[config.mk]
export PLATFORM = sky130hd
export DESIGN_NAME = c_gate_bus_reduce_v5_0
export DESIGN_NICKNAME = d
export VERILOG_FILES = /design/src/rtl/c_gate_bus_reduce_v5_0.sv
export SDC_FILE = /design/constraint.sdc
export NUM_CORES = 1
export LEC_CHECK = 0
export BUFFER_PORTS_ARGS = -buffer_cell sky130_fd_sc_hd__buf_2
export CAP_MARGIN = 20
export CORE_ASPECT_RATIO = 1.25
export CORE_MARGIN = 4
export CORE_UTILIZATION = 54
export CTS_CLUSTER_DIAMETER = 80
export DETAILED_ROUTE_END_ITERATION = 6
export PLACE_DENSITY = 0.76
export SLEW_MARGIN = 20
export SYNTH_ARGS = -nofsm -noshare
export SYNTH_HDL_FRONTEND = slang
export SYNTH_SLANG_ARGS = --single-unit
[constraint.sdc]
create_clock -name CLK -period 4.3 [get_ports CLK]
set_clock_uncertainty 0.05 [all_clocks]
set_input_delay 0.86 -clock CLK [delete_from_list [all_inputs] [get_ports CLK]]
set_output_delay 0.86 -clock CLK [all_outputs]
set_load 0.05 [all_outputs]
[src/rtl/c_gate_bus_reduce_v5_0.sv]
`timescale 1ns/1ps
// c_gate_bus_reduce_v5_0
// Folds a frame of C_FRAME_LEN consecutive gate-bus words into one C_WIDTH
// result with a bitwise AND, OR or XOR, then reports the population count of
// that result and keeps a sticky framing-error flag.
//
// Ports:
//   CLK    - rising-edge clock
//   ACLR   - asynchronous active-high reset
//   CE     - clock enable (used only when C_HAS_CE=1)
//   SCLR   - synchronous clear (used only when C_HAS_SCLR=1)
//   D      - data word
//   ND     - D valid this cycle
//   SOF    - first word of a frame (qualified by ND)
//   RFD    - ready for data (low only while the frame is being closed)
//   RESULT - folded frame result, held until the next frame completes
//   ONES   - popcount of RESULT, valid with RDY
//   RDY    - one-cycle pulse when RESULT/ONES are valid (stretches while CE=0)
//   CNT    - words accumulated in the current frame
//   ERR    - sticky framing error
//
// state | meaning
// IDLE  | waiting for a SOF word
// ACCUM | folding words into acc
// DONE  | RESULT loaded; computing ONES and raising RDY
module c_gate_bus_reduce_v5_0 #(
    parameter int C_WIDTH       = 16,
    parameter int C_ACC_TYPE    = 2,
    parameter int C_FRAME_LEN   = 8,
    parameter int C_ONES_WIDTH  = 5,
    parameter int C_HAS_CE      = 0,
    parameter int C_HAS_SCLR    = 0,
    parameter int C_SYNC_ENABLE = 0
) (
    input  logic                    CLK,
    input  logic                    ACLR,
    input  logic                    CE,
    input  logic                    SCLR,
    input  logic [C_WIDTH-1:0]      D,
    input  logic                    ND,
    input  logic                    SOF,
    output logic                    RFD,
    output logic [C_WIDTH-1:0]      RESULT,
    output logic [C_ONES_WIDTH-1:0] ONES,
    output logic                    RDY,
    output logic [7:0]              CNT,
    output logic                    ERR
);

    if (C_WIDTH < 1 || C_WIDTH > 64) begin : g_bad_width
        $fatal(1, "c_gate_bus_reduce_v5_0: C_WIDTH %0d out of range 1..64", C_WIDTH);
    end
    if (C_ACC_TYPE != 0 && C_ACC_TYPE != 2 && C_ACC_TYPE != 4) begin : g_bad_acc
        $fatal(1, "c_gate_bus_reduce_v5_0: C_ACC_TYPE %0d must be 0, 2 or 4", C_ACC_TYPE);
    end
    if (C_FRAME_LEN < 2 || C_FRAME_LEN > 255) begin : g_bad_len
        $fatal(1, "c_gate_bus_reduce_v5_0: C_FRAME_LEN %0d out of range 2..255", C_FRAME_LEN);
    end
    if ((2 ** C_ONES_WIDTH) <= C_WIDTH) begin : g_bad_ones
        $fatal(1, "c_gate_bus_reduce_v5_0: C_ONES_WIDTH %0d too narrow for C_WIDTH %0d",
               C_ONES_WIDTH, C_WIDTH);
    end

    typedef enum logic [1:0] {
        IDLE  = 2'd0,
        ACCUM = 2'd1,
        DONE  = 2'd2
    } state_t;

    state_t             state;
    logic [C_WIDTH-1:0] acc;
    logic [C_WIDTH-1:0] acc_op;
    logic [7:0]         cnt_nxt;
    logic               en;
    logic               do_clr;

    function automatic logic [C_ONES_WIDTH-1:0] popcount(input logic [C_WIDTH-1:0] v);
        logic [C_ONES_WIDTH-1:0] n;
        n = '0;
        for (int i = 0; i < C_WIDTH; i++) begin
            n = n + C_ONES_WIDTH'(v[i]);
        end
        return n;
    endfunction

    assign en      = (C_HAS_CE != 0) ? CE : 1'b1;
    // Synchronous-enable mode lets CE gate the clear as well.
    assign do_clr  = (C_HAS_SCLR == 0)    ? 1'b0 :
                     (C_SYNC_ENABLE != 0) ? (SCLR & en) : SCLR;
    assign cnt_nxt = CNT + 8'd1;
    assign RFD     = (state != DONE);

    // Native SV bitwise operators already give the gate-bus X rules:
    // 0 dominates AND, 1 dominates OR, X poisons XOR.
    always_comb begin
        acc_op = acc ^ D;
        if (C_ACC_TYPE == 0) begin
            acc_op = acc & D;
        end else if (C_ACC_TYPE == 2) begin
            acc_op = acc | D;
        end
    end

    always_ff @(posedge CLK or posedge ACLR) begin
        if (ACLR) begin
            state  <= IDLE;
            acc    <= '0;
            CNT    <= '0;
            RESULT <= '0;
            ONES   <= '0;
            RDY    <= 1'b0;
            ERR    <= 1'b0;
        end else if (do_clr) begin
            state  <= IDLE;
            acc    <= '0;
            CNT    <= '0;
            RESULT <= '0;
            ONES   <= '0;
            RDY    <= 1'b0;
            ERR    <= 1'b0;
        end else if (en) begin
            RDY <= 1'b0;
            case (state)
                IDLE: begin
                    if (ND) begin
                        if (SOF) begin
                            acc   <= D;
                            CNT   <= 8'd1;
                            state <= ACCUM;
                        end else begin
                            ERR <= 1'b1;
                        end
                    end
                end
                ACCUM: begin
                    if (ND) begin
                        if (SOF) begin
                            // Restart on the new frame; the old one never reaches RESULT.
                            acc <= D;
                            CNT <= 8'd1;
                            ERR <= 1'b1;
                        end else begin
                            acc <= acc_op;
                            if (cnt_nxt == 8'(C_FRAME_LEN)) begin
                                RESULT <= acc_op;
                                CNT    <= '0;
                                state  <= DONE;
                            end else begin
                                CNT <= cnt_nxt;
                            end
                        end
                    end
                end
                DONE: begin
                    ONES  <= popcount(RESULT);
                    RDY   <= 1'b1;
                    state <= IDLE;
                    if (ND) begin
                        ERR <= 1'b1;
                    end
                end
                default: begin
                    state <= IDLE;
                end
            endcase
        end
    end

endmodule
==> flow_metrics.tcl, run 1 <==
set metrics [dict create \
    ys_seq_area_share_pct 50.2 \
    synth.distinct_cells 40 \
    hp-start "ERR" \
    synthFlopType "dfrtp_1" \
    fmax_mhz 275 \
    final_antenna_net_count 0 \
    cts_tree "done" \
    synth_fp_nets 260 \
    grt_pass1_wl_mm 7.91 \
    final_nets 312 \
    vias 1764 \
    synth_common_cells "49 x dfrtp_1, 23 x nor2_1, 20 x o21ai_0" \
    worst_ir_drop_vdd_uv 335 \
    layout-area-overhead-vs-synth_pct 15.2 \
    yosysMostFrequentCell "dfrtp_1" \
    ys_ff_latch 49 \
    diodes 0 \
    ctsHoldBuffers 0 \
    reg2reg_slack_ns 0.67 \
    clkSinkCount 49 \
    yosys.area.top_type "dfrtp_1" \
    min-delay-path-class "flip-flop to flip-flop" \
    cp_data_required_time_ns 4.42 \
    r2r-start "RESULT[0]" \
    core_area_sq_um 4390 \
    dieArea_sq_um 5670 \
    numCtsBuffers 5 \
    regArea_sq_um 1230 \
    cp_max_fo 3 \
    yosys.area_share.xor_xnor_pct 1.08 \
    rsz0062_at_grt "no" \
    fin_crit_sh_pct 84.4 \
    yosysWarnings 0 \
    relSlewSlack_pct 45.0 \
    fill_cells 381 \
    routed_wl_mm 4.75 \
    multi_input_area_sq_um 1100 \
    antenna_found_initial 0 \
    grt_pass1_vias 1741 \
    ios 54 \
    synth_edf_count 0 \
    die_w_microns 68.2 \
    via_per_inst 5.30 \
    synth-compound-area-share_pct 21.4 \
    place_inst 325 \
    drive_gt1_share_pct 30.2 \
    startpoint_type "flip-flop" \
    async_reset_ff_share_pct 100 \
    fin_tns_setup_ns 0 \
    fin_crit_ns 3.63 \
    placementRows 27 \
    clkLatencyLatePin_ns 0.30 \
    cts_htree_levels 2 \
    start_util_pct 55.6 \
    layout.cells.non_filler 333 \
    post_cts_buffers 0 \
    syn_avg_cell_area_sq_um 11.0 \
    cap_viol_max_count 0 \
    netlist_area_sq_um 2440 \
    syn_inst 222 \
    worst_pin_slew_ns 0.824 \
    whs_path_depth 1 \
    cp-end-kind "flip-flop" \
    whs_endpoint "ERR" \
    power_density_nw_per_um2 578 \
    clockBufferDepth 2 \
    yosys.area_share.simple_pct 11.3 \
    drc 0 \
    r2r_cells 11 \
    synth_top_family_by_area "compound AO/OA/AOI/OAI gates" \
    die_h_microns 83.2 \
    dp.final_hpwl_mm 3.40 \
    synth-adder-area-share_pct 11.3 \
    r2r_end "ONES[3]" \
    slew_viol_final 0 \
    drtIter0Drc 83 \
    post_drt_wl_per_cell_microns 14.3 \
    cts-resized-gates 0 \
    cts-root-buf "clkbuf_8" \
    criticalPathCategory "flip-flop to flip-flop" \
    hold_viol 0 \
    synth_top_area_share_pct 50.2 \
    grt_max_degree 50 \
    port_buffers 51 \
    cp.arrival_ns 3.75 \
    p_leak_nw 1.41 \
    clkTransAtPathRegs_ns 0.09 \
    synthMuxAreaShare_pct 0 \
    grt_use_total_pct 18.5 \
    gp_congestion 0.863 \
    status "complete, no violations" \
    dr.pass1.iters 4 \
    finalSetupViolations 0 \
    synth.area.top_cells "dfrtp_1 50%, fa_1 8.2%, a22o_1 6.1%" \
    globalRouteOverflowTotal 0 \
]
==> power breakdown <==
group          switching (mW)  internal [mW]
clock network           0.152          0.113
logic                   0.479          0.306
registers              0.0562          0.521
total                   0.687          0.939
==> layer usage <==
layer	track usage [%]	share of wire, %	wire (microns)
met2	28.3	48	2270
met5	0	0	0
met1	24.0	44	2080
met3	4.87	6.0	286
met4	9.04	2.4	112
==> layout by cell type, fill, tap and decap left out, types with 2 or more instances in the layout <==
cell type	n
xor2_1	2
nor2_1	23
inv_1	17
clkbuf_8	5
a21oi_2	12
ha_1	6
a31oi_1	2
fa_1	10
and2_2	2
a211oi_1	2
o21ai_0	20
a22o_1	17
nor3_1	2
or3_1	2
nand3_1	2
dfrtp_1	49
nand2_1	18
nor2_2	3
a21oi_1	5
buf_2	51
clkinv_2	3
and3_1	2
==> logic make-up after synthesis <==
group	count (synthesis)
compound gates	69
simple gates	60
xor+xnor	3
flops	49
buf+inv	25
fa+ha+maj	16
==> final cells by class <==
cell class                      instances  share of cell area [%]
Clock buffer                            6                    2.58
Clock inverter                          2                   0.356
Inverter                               18                    2.45
Multi-Input combinational cell        148                    39.1
Sequential cell                        49                    43.6
Tap cell                               58                    2.58
Timing Repair Buffer                   52                    9.34
==> sequential cells by signal, indices dropped and copies added (netlist names) <==
name,count
ONES,5
ERR,1
state,2
CNT,8
RDY,1
RESULT,16
acc,16
==> critical path: stages (launching register included) <==
cell and delay [ns]:
dfrtp_1 0.42, fa_1 0.55, inv_1 0.06, fa_1 0.49
fa_1 0.45, fa_1 0.51, inv_1 0.07, ha_1 0.29
a21o_1 0.15, a21oi_1 0.18, xor2_1 0.18, o21ai_0 0.10
==> through the flow <==
stage	setup slack (ns)	utilization (%)	power, mW	hold WS (ns)	cell area, sq um
floorplan	0.596	-	1.21	0.400	2440
global placement	0.787	62.1	1.35	0.398	2730
detailed placement	0.657	62.1	1.38	0.404	2730
CTS	0.632	64.0	1.65	0.424	2810
global route	0.484	64.0	1.77	0.455	2810
finish	0.670	64.0	1.63	0.418	2810
==> how the worst max path moves through the flow <==
stage                     cells past startpoint  startpoint  slack [ns]  endpoint
after detailed placement                     11   RESULT[0]        0.66   ONES[3]
after floorplan                              11   RESULT[0]        0.60   ONES[3]
final                                        11   RESULT[0]        0.67   ONES[3]
after global placement                       11   RESULT[0]        0.79   ONES[3]
after global routing                         11   RESULT[0]        0.48   ONES[3]
after CTS                                    11   RESULT[0]        0.63   ONES[3]
Note: power is estimated with default switching activity, not from simulation.
==> run 2, diff against run 1 <==
==> constraint.sdc (replaced) <==
create_clock -name CLK -period 3.68 [get_ports CLK]
set_clock_uncertainty 0.05 [all_clocks]
set_input_delay 0.736 -clock CLK [delete_from_list [all_inputs] [get_ports CLK]]
set_output_delay 0.736 -clock CLK [all_outputs]
set_load 0.05 [all_outputs]
==> run 2 against run 1 <==
Against the previous run: first-iteration DRC count shrank 17%; hold slack lost 0.0015 ns; core utilization grew 1.0 points; wire length grew 4.0%; register-to-register slack lost 0.59 ns; critical endpoint is now ONES[2]; largest cell class unchanged.
==> flow_metrics.tcl, run 2 (synthesis results as in run 1) <==
set metrics [dict create \
    routed_wl_mm 4.94 \
    crit_buf_inv 2 \
    criticalPathCategory "flip-flop to flip-flop" \
    fin_crit_sh_pct 97.8 \
    grt_max_degree 50 \
    relSlewSlack_pct 45.9 \
    r2r-start "RESULT[0]" \
    cap_viol_max_count 0 \
    core_area_sq_um 4390 \
    post_drt_wl_per_cell_microns 14.8 \
    worst_ir_drop_vdd_uv 349 \
    port_buffers 51 \
    layout.cells.non_filler 333 \
    fmax_mhz 278 \
    via_per_inst 5.44 \
    slew_viol_final 0 \
    ctsHoldBuffers 0 \
    power_density_nw_per_um2 714 \
    cp_data_required_time_ns 3.81 \
    drive_gt1_share_pct 31.6 \
    min-delay-path-class "flip-flop to flip-flop" \
    fin_crit_ns 3.60 \
    hp-start "ERR" \
    final_nets 312 \
    cp.arrival_ns 3.73 \
    numCtsBuffers 5 \
    met2_usage_pct 30.4 \
    diodes 0 \
    cts_tree "done" \
    fin_tns_setup_ns 0 \
    regArea_sq_um 1230 \
    p_leak_nw 1.42 \
    grt_pass1_wl_mm 8.19 \
    clkSinkCount 49 \
    met1_usage_pct 24.7 \
    rsz0062_at_grt "yes" \
    r2r_cells 10 \
    antenna_found_initial 0 \
    die_h_microns 83.2 \
    final_core_util_pct 65.1 \
    clkTransAtPathRegs_ns 0.09 \
    cp_slowest_cell "fa_1" \
    fin_ws_ns 0.0822 \
    cp_max_fo 3 \
    groute.layer.met3.usage_pct 4.19 \
    r2r_end "ONES[2]" \
    dp.final_hpwl_mm 3.45 \
    status "complete, no violations" \
    cp-end-kind "flip-flop" \
    vias 1811 \
    total_power_mw 2.04 \
    ios 54 \
    clkLatencyLatePin_ns 0.30 \
    dr.pass1.iters 4 \
    placementRows 27 \
    gp_congestion 0.824 \
    final_antenna_net_count 0 \
    start_util_pct 55.6 \
    critPathMaxStageDelay_ns 0.55 \
    multi_input_area_sq_um 1110 \
    place_inst 325 \
    finalSetupViolations 0 \
    grt_use_total_pct 18.9 \
    whs_path_depth 1 \
    die_w_microns 68.2 \
    busiest_layer "met2" \
    worst_pin_slew_ns 0.811 \
    whs_endpoint "ERR" \
    dieArea_sq_um 5670 \
    drtIter0Drc 69 \
    reg_top3 "RESULT x16, acc x16, CNT x8" \
    startpoint_type "flip-flop" \
    cts-root-buf "clkbuf_8" \
    hold_viol 0 \
    post_cts_buffers 0 \
    fill_cells 382 \
    pre_cts_ws_ns 0.0933 \
    cp_num_cells 10 \
    crit_chain "fa_1, inv_1, fa_1, fa_2, fa_1, inv_1, ha_1, fa_1, xnor2_1, o21ai_0" \
    cp_common_cell "fa_1" \
    layout_common_cells "51 x buf_2, 48 x dfrtp_1, 23 x nor2_1, 20 x o21ai_0, 18 x nand2_1" \
    clockBufferDepth 2 \
    cts_htree_levels 2 \
    crit_family "adder cells" \
    drc 0 \
    reg2reg_slack_ns 0.08 \
    final_common_cell "buf_2" \
    layout-area-overhead-vs-synth_pct 17.0 \
    globalRouteOverflowTotal 0 \
    grt_pass1_vias 1754 \
]
## run 2: where the power goes
part	switching, mW	internal, mW
clock	0.183	0.221
sequential	0.0641	0.609
combinational	0.594	0.369
## run 2: per-layer routing
metal | wire length, microns | up-vias
met5 | 0 | -
met4 | 68 | 0
met3 | 257 | 5
met2 | 2500 | 44
met1 | 2110 | 891
li1 | - | 871
## run 2: layout make-up
type	count	share of cell area, %
Inverter	18	2.41
Clock buffer	6	2.89
Timing Repair Buffer	52	9.19
Sequential cell	49	43.0
Clock inverter	2	1.31
Multi-Input combinational cell	148	38.7
Tap cell	58	2.54
## run 2: metrics by stage
step           cell area (sq um)  hold slack [ns]
3_5_place_dp                2730            0.402
5_1_grt                     2860            0.461
2_1_floorplan               2440            0.400
6_report                    2860            0.416
4_1_cts                     2850            0.423
3_3_place_gp                2730            0.398
## run 2: what timing repair did
item                                    4_1_cts  5_1_grt
hold endpoints to repair                      0        0
endpoints found under the setup margin        0        1
resized for setup                             0        2
## run 2: worst max-delay path by stage
stage              end       from  slack, ns
2_1_floorplan  ONES[3]  RESULT[1]     0.0005
3_3_place_gp   ONES[3]  RESULT[0]       0.16
3_5_place_dp   ONES[2]  RESULT[0]       0.09
4_1_cts        ONES[3]  RESULT[0]       0.04
5_1_grt        ONES[3]  RESULT[0]      -0.02
6_report       ONES[2]  RESULT[0]       0.08
==> run 3, diff against run 2 <==
==> config.mk (replaced) <==
export PLATFORM = sky130hd
export DESIGN_NAME = c_gate_bus_reduce_v5_0
export DESIGN_NICKNAME = d
export VERILOG_FILES = /design/src/rtl/c_gate_bus_reduce_v5_0.sv
export SDC_FILE = /design/constraint.sdc
export NUM_CORES = 1
export LEC_CHECK = 0
export CAP_MARGIN = 20
export CORE_ASPECT_RATIO = 1.25
export CORE_UTILIZATION = 62
export CTS_CLUSTER_DIAMETER = 80
export DETAILED_ROUTE_END_ITERATION = 6
export DONT_BUFFER_PORTS = 1
export PLACE_DENSITY = 0.74
export SLEW_MARGIN = 20
export SYNTH_ARGS = -nofsm -noshare
export SYNTH_HDL_FRONTEND = slang
export SYNTH_SLANG_ARGS = --single-unit
==> run 3 against run 2 <==
Against the previous run: core utilization is 5.1 points higher; clock-buffer cell count grew 2; wire length fell by 5.0%; critical endpoint unchanged; largest cell class unchanged; largest power group unchanged.
==> flow_metrics.tcl, run 3 (synthesis results as in run 1) <==
set metrics [dict create \
    diodes 0 \
    placementRows 25 \
    status "complete, no violations" \
    post_cts_buffers 0 \
    cts-root-buf "clkbuf_8" \
    p_leak_nw 1.23 \
    final_core_util_pct 70.2 \
    dp.final_hpwl_mm 3.33 \
    r2r_end "ONES[2]" \
    port_buffers 0 \
    finalSetupViolations 0 \
    clkLatencyLatePin_ns 0.30 \
    clockBufferDepth 2 \
    power_density_nw_per_um2 733 \
    drc 0 \
    r2r-start "RESULT[5]" \
    cp-end-kind "flip-flop" \
    fill_cells 299 \
    cts_tree "done" \
    crit_buf_inv 2 \
    worst_ir_drop_vdd_uv 412 \
    drtIter0Drc 127 \
    routed_wl_mm 4.69 \
    reg_top3 "RESULT x16, acc x16, CNT x8" \
    startpoint_type "flip-flop" \
    grt_pass1_vias 1774 \
    pre_cts_ws_ns 0.0855 \
    slew_viol_final 0 \
    fmax_mhz 282 \
    fin_tns_setup_ns 0 \
    antenna_found_initial 0 \
    fin_crit_ns 3.55 \
    min-delay-path-class "primary input to async pin" \
    fin_ws_ns 0.128 \
    vias 1719 \
    crit_chain "fa_1, inv_1, fa_2, fa_2, fa_1, inv_1, ha_1, fa_2, xnor2_1, o21ai_0" \
    grt_max_degree 50 \
    die_w_microns 58.1 \
    grt_use_total_pct 25.6 \
    clkSinkCount 49 \
    ios 54 \
    total_power_mw 1.95 \
    numCtsBuffers 5 \
    clkTransAtPathRegs_ns 0.08 \
    cap_viol_max_count 0 \
    crit_family "adder cells" \
    relSlewSlack_pct 46.3 \
    r2r_cells 10 \
    fin_crit_sh_pct 96.5 \
    multi_input_area_sq_um 1110 \
    worst_pin_slew_ns 0.805 \
    hold_viol 0 \
    rsz0062_at_grt "no" \
    final_antenna_net_count 0 \
    grt_pass1_wl_mm 7.87 \
    layout_common_cells "48 x dfrtp_1, 23 x nor2_1, 19 x o21ai_0, 18 x nand2_1" \
    ctsHoldBuffers 0 \
    reg2reg_slack_ns 0.13 \
    die_h_microns 72.2 \
    post_drt_wl_per_cell_microns 16.2 \
    start_util_pct 64.5 \
    final_nets 273 \
    cp_max_fo 2 \
    cp_slowest_cell "fa_1" \
    globalRouteOverflowTotal 0 \
    core_area_sq_um 3780 \
    dieArea_sq_um 4200 \
    final_common_cell "dfrtp_1" \
    final_cell_area_sq_um 2660 \
    cp_common_cell "fa_2" \
    layout-area-overhead-vs-synth_pct 8.76 \
    dr.pass1.iters 4 \
    via_per_inst 5.93 \
    criticalPathCategory "flip-flop to flip-flop" \
    cts_htree_levels 2 \
    place_area_sq_um 2560 \
    regArea_sq_um 1230 \
    gp_congestion 0.898 \
    critPathMaxStageDelay_ns 0.55 \
    drive_gt1_share_pct 20.3 \
    cts-resized-gates 0 \
    cp.arrival_ns 3.65 \
    cp_data_required_time_ns 3.77 \
]
[run 3: changes by cell type in the layout (fill, tap and decap cells not counted), moves of 2 or more]
cell,previous run,this run
buf_2,51,0
buf_4,1,13
clkbuf_1,0,3
fa_1,9,7
fa_2,1,3
[run 3: worst max-delay path by stage]
stage	from	end	slack (ns)	cells past startpoint
2_1_floorplan	RESULT[1]	ONES[3]	0.0005	11
3_3_place_gp	RESULT[0]	ONES[3]	0.13	11
3_5_place_dp	RESULT[0]	ONES[3]	0.09	11
4_1_cts	RESULT[0]	ONES[3]	0.07	11
5_1_grt	RESULT[0]	ONES[3]	0.02	11
6_report	RESULT[5]	ONES[2]	0.13	10
[run 3: per-layer routing]
| layer | global-route usage, % | vias to the layer above | share of wire [%] |
|---|---|---|---|
| met5 | 0 | - | 0 |
| met4 | 10.6 | 0 | 1.9 |
| met3 | 7.66 | 9 | 7.2 |
| met2 | 42.4 | 59 | 52 |
| met1 | 31.2 | 855 | 39 |
| li1 | - | 796 | - |
[run 3: per-stage QoR]
stage | instances | hold WS [ns]
6_report | 290 | 0.398
5_1_grt | 290 | 0.450
4_1_cts | 290 | 0.451
3_5_place_dp | 282 | 0.431
3_3_place_gp | 282 | 0.416
2_1_floorplan | 222 | 0.400
[run 3: layout make-up]
class	count	area share (%)
Clock buffer	8	3.01
Inverter	18	2.59
Multi-Input combinational cell	148	42.0
Sequential cell	49	46.2
Tap cell	54	2.54
Timing Repair Buffer	13	3.67
[run 3: power by group]
| part | switching, mW | total (mW) | internal (mW) |
|---|---|---|---|
| clock network | 0.162 | 0.297 | 0.135 |
| logic | 0.523 | 0.915 | 0.392 |
| registers | 0.129 | 0.736 | 0.608 |
| total | 0.814 | 1.95 | 1.13 |
